===== src/rtl/mem_responder.sv =====
// In-order load/store responder over a banked RAM/ROM map, with a small response FIFO.
// Optional sticky ROM-store flag is built only when MEMRESP_ERR_EN is defined.
module mem_responder #(
   parameter int RSP_DEPTH = 2
) (
   input  logic        clock,
   input  logic        reset,
   input  logic        req_valid,
   output logic        req_ready,
   input  logic        req_we,
   input  logic [11:0] req_addr,
   input  logic [14:0] req_wdata,
   output logic        rsp_valid,
   input  logic        rsp_ready,
   output logic [14:0] rsp_data,
   output logic [14:0] rom_addr,
   input  logic [14:0] rom_rdata,
   output logic [10:0] ram_addr,
   output logic        ram_we,
   output logic [14:0] ram_wdata,
   input  logic [14:0] ram_rdata,
   output logic        err_rom_write
);
   localparam int               PTR_W    = (RSP_DEPTH > 2) ? 2 : 1;
   localparam logic [2:0]       DEPTH_C  = 3'(RSP_DEPTH);
   localparam logic [PTR_W-1:0] PTR_LAST = PTR_W'(RSP_DEPTH - 1);

   typedef enum logic [1:0] {SRC_RAM, SRC_ROM, SRC_REG} src_e;

   logic [2:0]       eb_q, eb_d;
   logic [4:0]       fb_q, fb_d;
   logic             vld_p1_q, vld_p1_d;
   src_e             src_p1_q, src_p1_d;
   logic [14:0]      regval_p1_q, regval_p1_d;
   logic [14:0]      fifo_q [RSP_DEPTH];
   logic [14:0]      fifo_d [RSP_DEPTH];
   logic [PTR_W-1:0] rd_q, rd_d, wr_q, wr_d;
   logic [2:0]       cnt_q, cnt_d;

   logic             accept, is_eb, is_fb, is_rom, pop, push;
   logic [2:0]       occ;
   logic [14:0]      push_data;

   // Stage 0: request decode, memory address generation and flow control
   always_comb begin
      is_eb     = (req_addr == 12'h003);
      is_fb     = (req_addr == 12'h004);
      is_rom    = req_addr[11] | req_addr[10];
      rsp_valid = !reset && (cnt_q != 3'd0);
      pop       = rsp_valid && rsp_ready;
      occ       = cnt_q + {2'b00, vld_p1_q} - {2'b00, pop};
      req_ready = !reset && (occ < DEPTH_C);
      accept    = req_valid && req_ready;
      ram_addr  = (req_addr[11:8] == 4'h3) ? {eb_q, req_addr[7:0]} : {1'b0, req_addr[9:0]};
      rom_addr  = req_addr[11] ? {4'b0001, req_addr[10:0]} : {fb_q, req_addr[9:0]};
      ram_we    = accept && req_we && !is_rom && !is_eb && !is_fb;
      ram_wdata = req_wdata;
      rsp_data  = fifo_q[rd_q];
   end

   always_comb begin
      eb_d        = eb_q;
      fb_d        = fb_q;
      vld_p1_d    = accept && !req_we;
      src_p1_d    = is_rom ? SRC_ROM : ((is_eb || is_fb) ? SRC_REG : SRC_RAM);
      regval_p1_d = is_eb ? {4'b0000, eb_q, 8'h00} : {fb_q, 10'h000};
      if (accept && req_we && is_eb) eb_d = req_wdata[10:8];
      if (accept && req_we && is_fb) fb_d = req_wdata[14:10];

      // Stage 1: memory data returns one cycle after the load was accepted
      push = vld_p1_q;
      case (src_p1_q)
         SRC_ROM: push_data = rom_rdata;
         SRC_REG: push_data = regval_p1_q;
         default: push_data = ram_rdata;
      endcase
      fifo_d = fifo_q;
      if (push) fifo_d[wr_q] = push_data;
      wr_d  = push ? ((wr_q == PTR_LAST) ? '0 : wr_q + PTR_W'(1)) : wr_q;
      rd_d  = pop  ? ((rd_q == PTR_LAST) ? '0 : rd_q + PTR_W'(1)) : rd_q;
      cnt_d = cnt_q + {2'b00, push} - {2'b00, pop};
   end

   always_ff @(posedge clock) begin
      if (reset) begin
         eb_q     <= '0;
         fb_q     <= '0;
         vld_p1_q <= 1'b0;
         cnt_q    <= '0;
         rd_q     <= '0;
         wr_q     <= '0;
      end else begin
         eb_q     <= eb_d;
         fb_q     <= fb_d;
         vld_p1_q <= vld_p1_d;
         cnt_q    <= cnt_d;
         rd_q     <= rd_d;
         wr_q     <= wr_d;
      end
   end

   // Payload registers carry no reset; the valid/count state qualifies them
   always_ff @(posedge clock) begin
      src_p1_q    <= src_p1_d;
      regval_p1_q <= regval_p1_d;
      fifo_q      <= fifo_d;
   end

`ifdef MEMRESP_ERR_EN
   logic err_q, err_d;

   always_comb begin
      err_d = err_q | (accept & req_we & is_rom);
   end

   always_ff @(posedge clock) begin
      if (reset) err_q <= 1'b0;
      else       err_q <= err_d;
   end

   assign err_rom_write = err_q;
`else
   assign err_rom_write = 1'b0;
`endif

endmodule

===== config.mk =====
export PLATFORM = sky130hd
export DESIGN_NAME = mem_responder
export DESIGN_NICKNAME = d
export VERILOG_FILES = /design/src/rtl/mem_responder.sv
export SDC_FILE = /design/constraint.sdc
export NUM_CORES = 1
export LEC_CHECK = 0
export ABC_AREA = 1
export CAP_MARGIN = 10
export CORE_ASPECT_RATIO = 1.4
export CORE_MARGIN = 8
export CORE_UTILIZATION = 45
export CTS_CLUSTER_DIAMETER = 30
export DETAILED_ROUTE_END_ITERATION = 12
export PLACE_DENSITY = 0.92
export REMOVE_ABC_BUFFERS = 1
export SYNTH_ARGS = -nofsm -noshare
export SYNTH_HDL_FRONTEND = slang
export SYNTH_SLANG_ARGS = --single-unit

===== constraint.sdc =====
create_clock -name clock -period 3.98 [get_ports clock]
set_clock_uncertainty 0.1 [all_clocks]
set_input_delay 0.398 -clock clock [delete_from_list [all_inputs] [get_ports clock]]
set_output_delay 0.398 -clock clock [all_outputs]
set_load 0.01 [all_outputs]

==> impl_metrics.toml, run 1 <==
[status]
status = "completed"

[routing]
post_drt_wl_per_cell_um = 13.9
drt_pass1_iterations = 4
drcViolationCount = 0
vias_per_cell = 4.76
ant_nets = 0
vias = 2237
wl_um = 6510
drt_iter0_drc = 94

[setup_path]
crit_fanout = 3
startpoint_type = "input pin"
criticalPathCategory = "input pin to output pin"
crit_path_end_kind = "output pin"
arrival_ns = 3.10
cp.required_ns = 3.48

[grt]
antenna_found_initial = 0
grt_start_max_net_pins = 18
grt_pass1_wl_um = 10400
grt.overflow.total = 0
grt.total_usage_pct = 14.7
first_global_vias = 2272

[timing]
layout_setup_ws_ns = 0.384
worst_slew_pin_slew_ns = 0.635
report.final.hold_viol_count = 0
max_freq_mhz = 278
setup_viol = 0
fin_hold_ws_ns = 0.369
timing.final.crit_share_pct = 90.4
fin_crit_ns = 3.60
grt_setup_unrepaired = "no"
drv_slew = 0
relSlewSlack_pct = 57.7
tns_ns = 0

[floorplanning]
dieArea_mm2 = 0.00903
die_y_um = 109
coreArea_mm2 = 0.00613
ios = 122
dieWidth_um = 82.6
rows = 34
start_util_pct = 45.6

[final_layout]
drive_gt1_share_pct = 7.54
fin_nets = 464
diodes = 0
final_core_util_pct = 61.2
n_fill_cell = 542
stdcell_area_mm2 = 0.00375
layout.cells.non_filler = 470
area_growth_pct = 34.0

[clock_tree]
htreeDepth = 2
clock_latency_ns = 0.29
clk_pin_slew_ns = 0.08
postCtsSetupBuffers = 0
clockRootBuffer = "clkbuf_8"
tritoncts = "yes"
cts_sinks = 53
cts.path.max_buffers = 2
numCtsBuffers = 5

[synthesis]
ys.flop_type = "edfxtp_1"
synth_top_area_share_pct = 32.2
yosysWarnings = 0
synthTopCellsByArea = "edfxtp_1 32%, dfxtp_1 16%, nand2_1 13%"
seq_area_frac_synth_pct = 48.7
synth_edf_count = 30
synth-seq-cells = 53
synth-async-reset-ratio_pct = 0
avgSynthCellArea_um2 = 8.63
synth_top_cell_by_area = "edfxtp_1"
synthCells = 324
syn_area_mm2 = 0.00280
ys_types = 32

[power]
power_density_mw_per_mm2 = 390
finalPower_mw = 1.46
irDropWorstVdd_v = 0.000256
p_leak_nw = 1.59

[place]
hpwl_um = 5370
dp_slack_ns = 0.141
dp_cells = 462
place_area_mm2 = 0.00366
io_buffers = 104
routabilityCongestion = 0.735

[worst_hold_path]
hold_class = "flop to flop"

[job]
maxCapViolations = 0
[where the power goes]
| part | leakage, nW | internal (mW) | switching [mW] | total [mW] |
|---|---|---|---|---|
| logic | 1.09 | 0.257 | 0.263 | 0.520 |
| registers | 0.461 | 0.632 | 0.0317 | 0.664 |
| clock network | 0.0392 | 0.118 | 0.158 | 0.277 |
[synthesized netlist by cell type (all sizes together), types with 2 or more instances]
| cell type | n |
|---|---|
| a21oi | 2 |
| a22o | 8 |
| a31oi | 2 |
| buf | 36 |
| clkbuf | 5 |
| clkinv | 2 |
| dfxtp | 23 |
| edfxtp | 30 |
| ha | 4 |
| inv | 41 |
| nand2 | 97 |
| nand3 | 11 |
| nand4 | 9 |
| nor2 | 41 |
| nor3 | 5 |
| o21ai | 3 |
| or2 | 2 |
[worst paths after layout]
path / slack [ns] / depth (start not counted) / start / endpoint
min: 0.37 / 2 / eb_q[1]$_SDFFE_PP0P_ / regval_p1_q[9]$_SDFF_PN0_
max: 0.38 / 14 / reset / req_ready
max reg2reg: 1.21 / 19 / cnt_q[2]$_SDFF_PP0_ / fb_q[0]$_SDFFE_PP0P_
min reg2reg: 0.37 / 2 / eb_q[1]$_SDFFE_PP0P_ / regval_p1_q[9]$_SDFF_PN0_
[registers in the layout, indices dropped and copies added (netlist names)]
name and count:
eb_q 3, wr_q 1, src_p1_q 2, rd_q 1
fb_q 5, regval_p1_q 7, fifo_q 30, push 1
cnt_q 3
[worst max-delay path: stages]
cell	delay [ns]
clkdlybuf4s50_1	0.43
a21oi_1	0.17
nand2_1	0.11
inv_1	0.07
ha_1	0.22
inv_1	0.05
ha_1	0.12
inv_1	0.04
fa_1	0.50
inv_1	0.05
nor2_2	0.18
nand3_2	0.14
inv_1	0.07
clkdlybuf4s50_1	0.53
[per-layer routing]
| metal | part of all wire, % | global-route usage [%] | vias to the layer above |
|---|---|---|---|
| li1 | - | - | 1131 |
| met1 | 34 | 14.8 | 1019 |
| met2 | 56 | 26.9 | 81 |
| met3 | 8.6 | 5.61 | 6 |
| met4 | 0.83 | 4.08 | 0 |
| met5 | 0 | 0 | - |
[what timing repair did]
action / in CTS / in global routing
endpoints found under the setup margin: 0 / 1
gates resized for setup: 0 / 3
endpoints found under the hold margin: 0 / 0
hold buffers: 0 / 0
[cells by family after synthesis]
logic type	count (synthesis)	synth area share [%]
flip-flops	53	48.7
adder cells (fa/ha/maj)	5	2.51
AO/OA/AOI/OAI	15	3.85
other	1	0.134
AND/OR/NAND/NOR	166	28.6
buffers and inverters	84	16.2
[final cells by class]
| cell class | count | area [µm²] | area share [%] |
|---|---|---|---|
| clock buffers | 5 | 68.8 | 1.84 |
| multi-input cells | 187 | 982 | 26.2 |
| clock inverters | 3 | 12.5 | 0.334 |
| inverters | 43 | 164 | 4.38 |
| repair buffers | 107 | 1070 | 28.5 |
| flip-flops and latches | 53 | 1360 | 36.4 |
| well taps | 72 | 90.1 | 2.40 |
[cells in the final DEF (no fill, tap or decap), types with 5 or more instances in the layout]
master	n
nor2_1	32
edfxtp_1	30
inv_1	38
dfxtp_1	22
nor2_4	6
nand3_1	9
clkdlybuf4s50_1	103
a22o_1	8
nand4_1	8
nand2_1	94
clkbuf_8	5
Power figures use the tool's default switching activity.
==> run 2: changes to the inputs <==
--- a/config.mk
+++ b/config.mk
@@ -14,6 +14,7 @@
 export DETAILED_ROUTE_END_ITERATION = 12
 export PLACE_DENSITY = 0.92
 export REMOVE_ABC_BUFFERS = 1
+export SLEW_MARGIN = 25
 export SYNTH_ARGS = -nofsm -noshare
 export SYNTH_HDL_FRONTEND = slang
 export SYNTH_SLANG_ARGS = --single-unit
==> results of run 2 <==
Same layout as run 1: the final DEF is identical, and so are final timing and power.
==> run 3: changes to the inputs <==
--- a/config.mk
+++ b/config.mk
@@ -6,6 +6,7 @@
 export NUM_CORES = 1
 export LEC_CHECK = 0
 export ABC_AREA = 1
+export ABC_CLOCK_PERIOD_IN_PS = 3980
 export CAP_MARGIN = 10
 export CORE_ASPECT_RATIO = 1.4
 export CORE_MARGIN = 8
==> results of run 3 <==
Same layout as run 1: the final DEF is identical, and so are final timing and power.
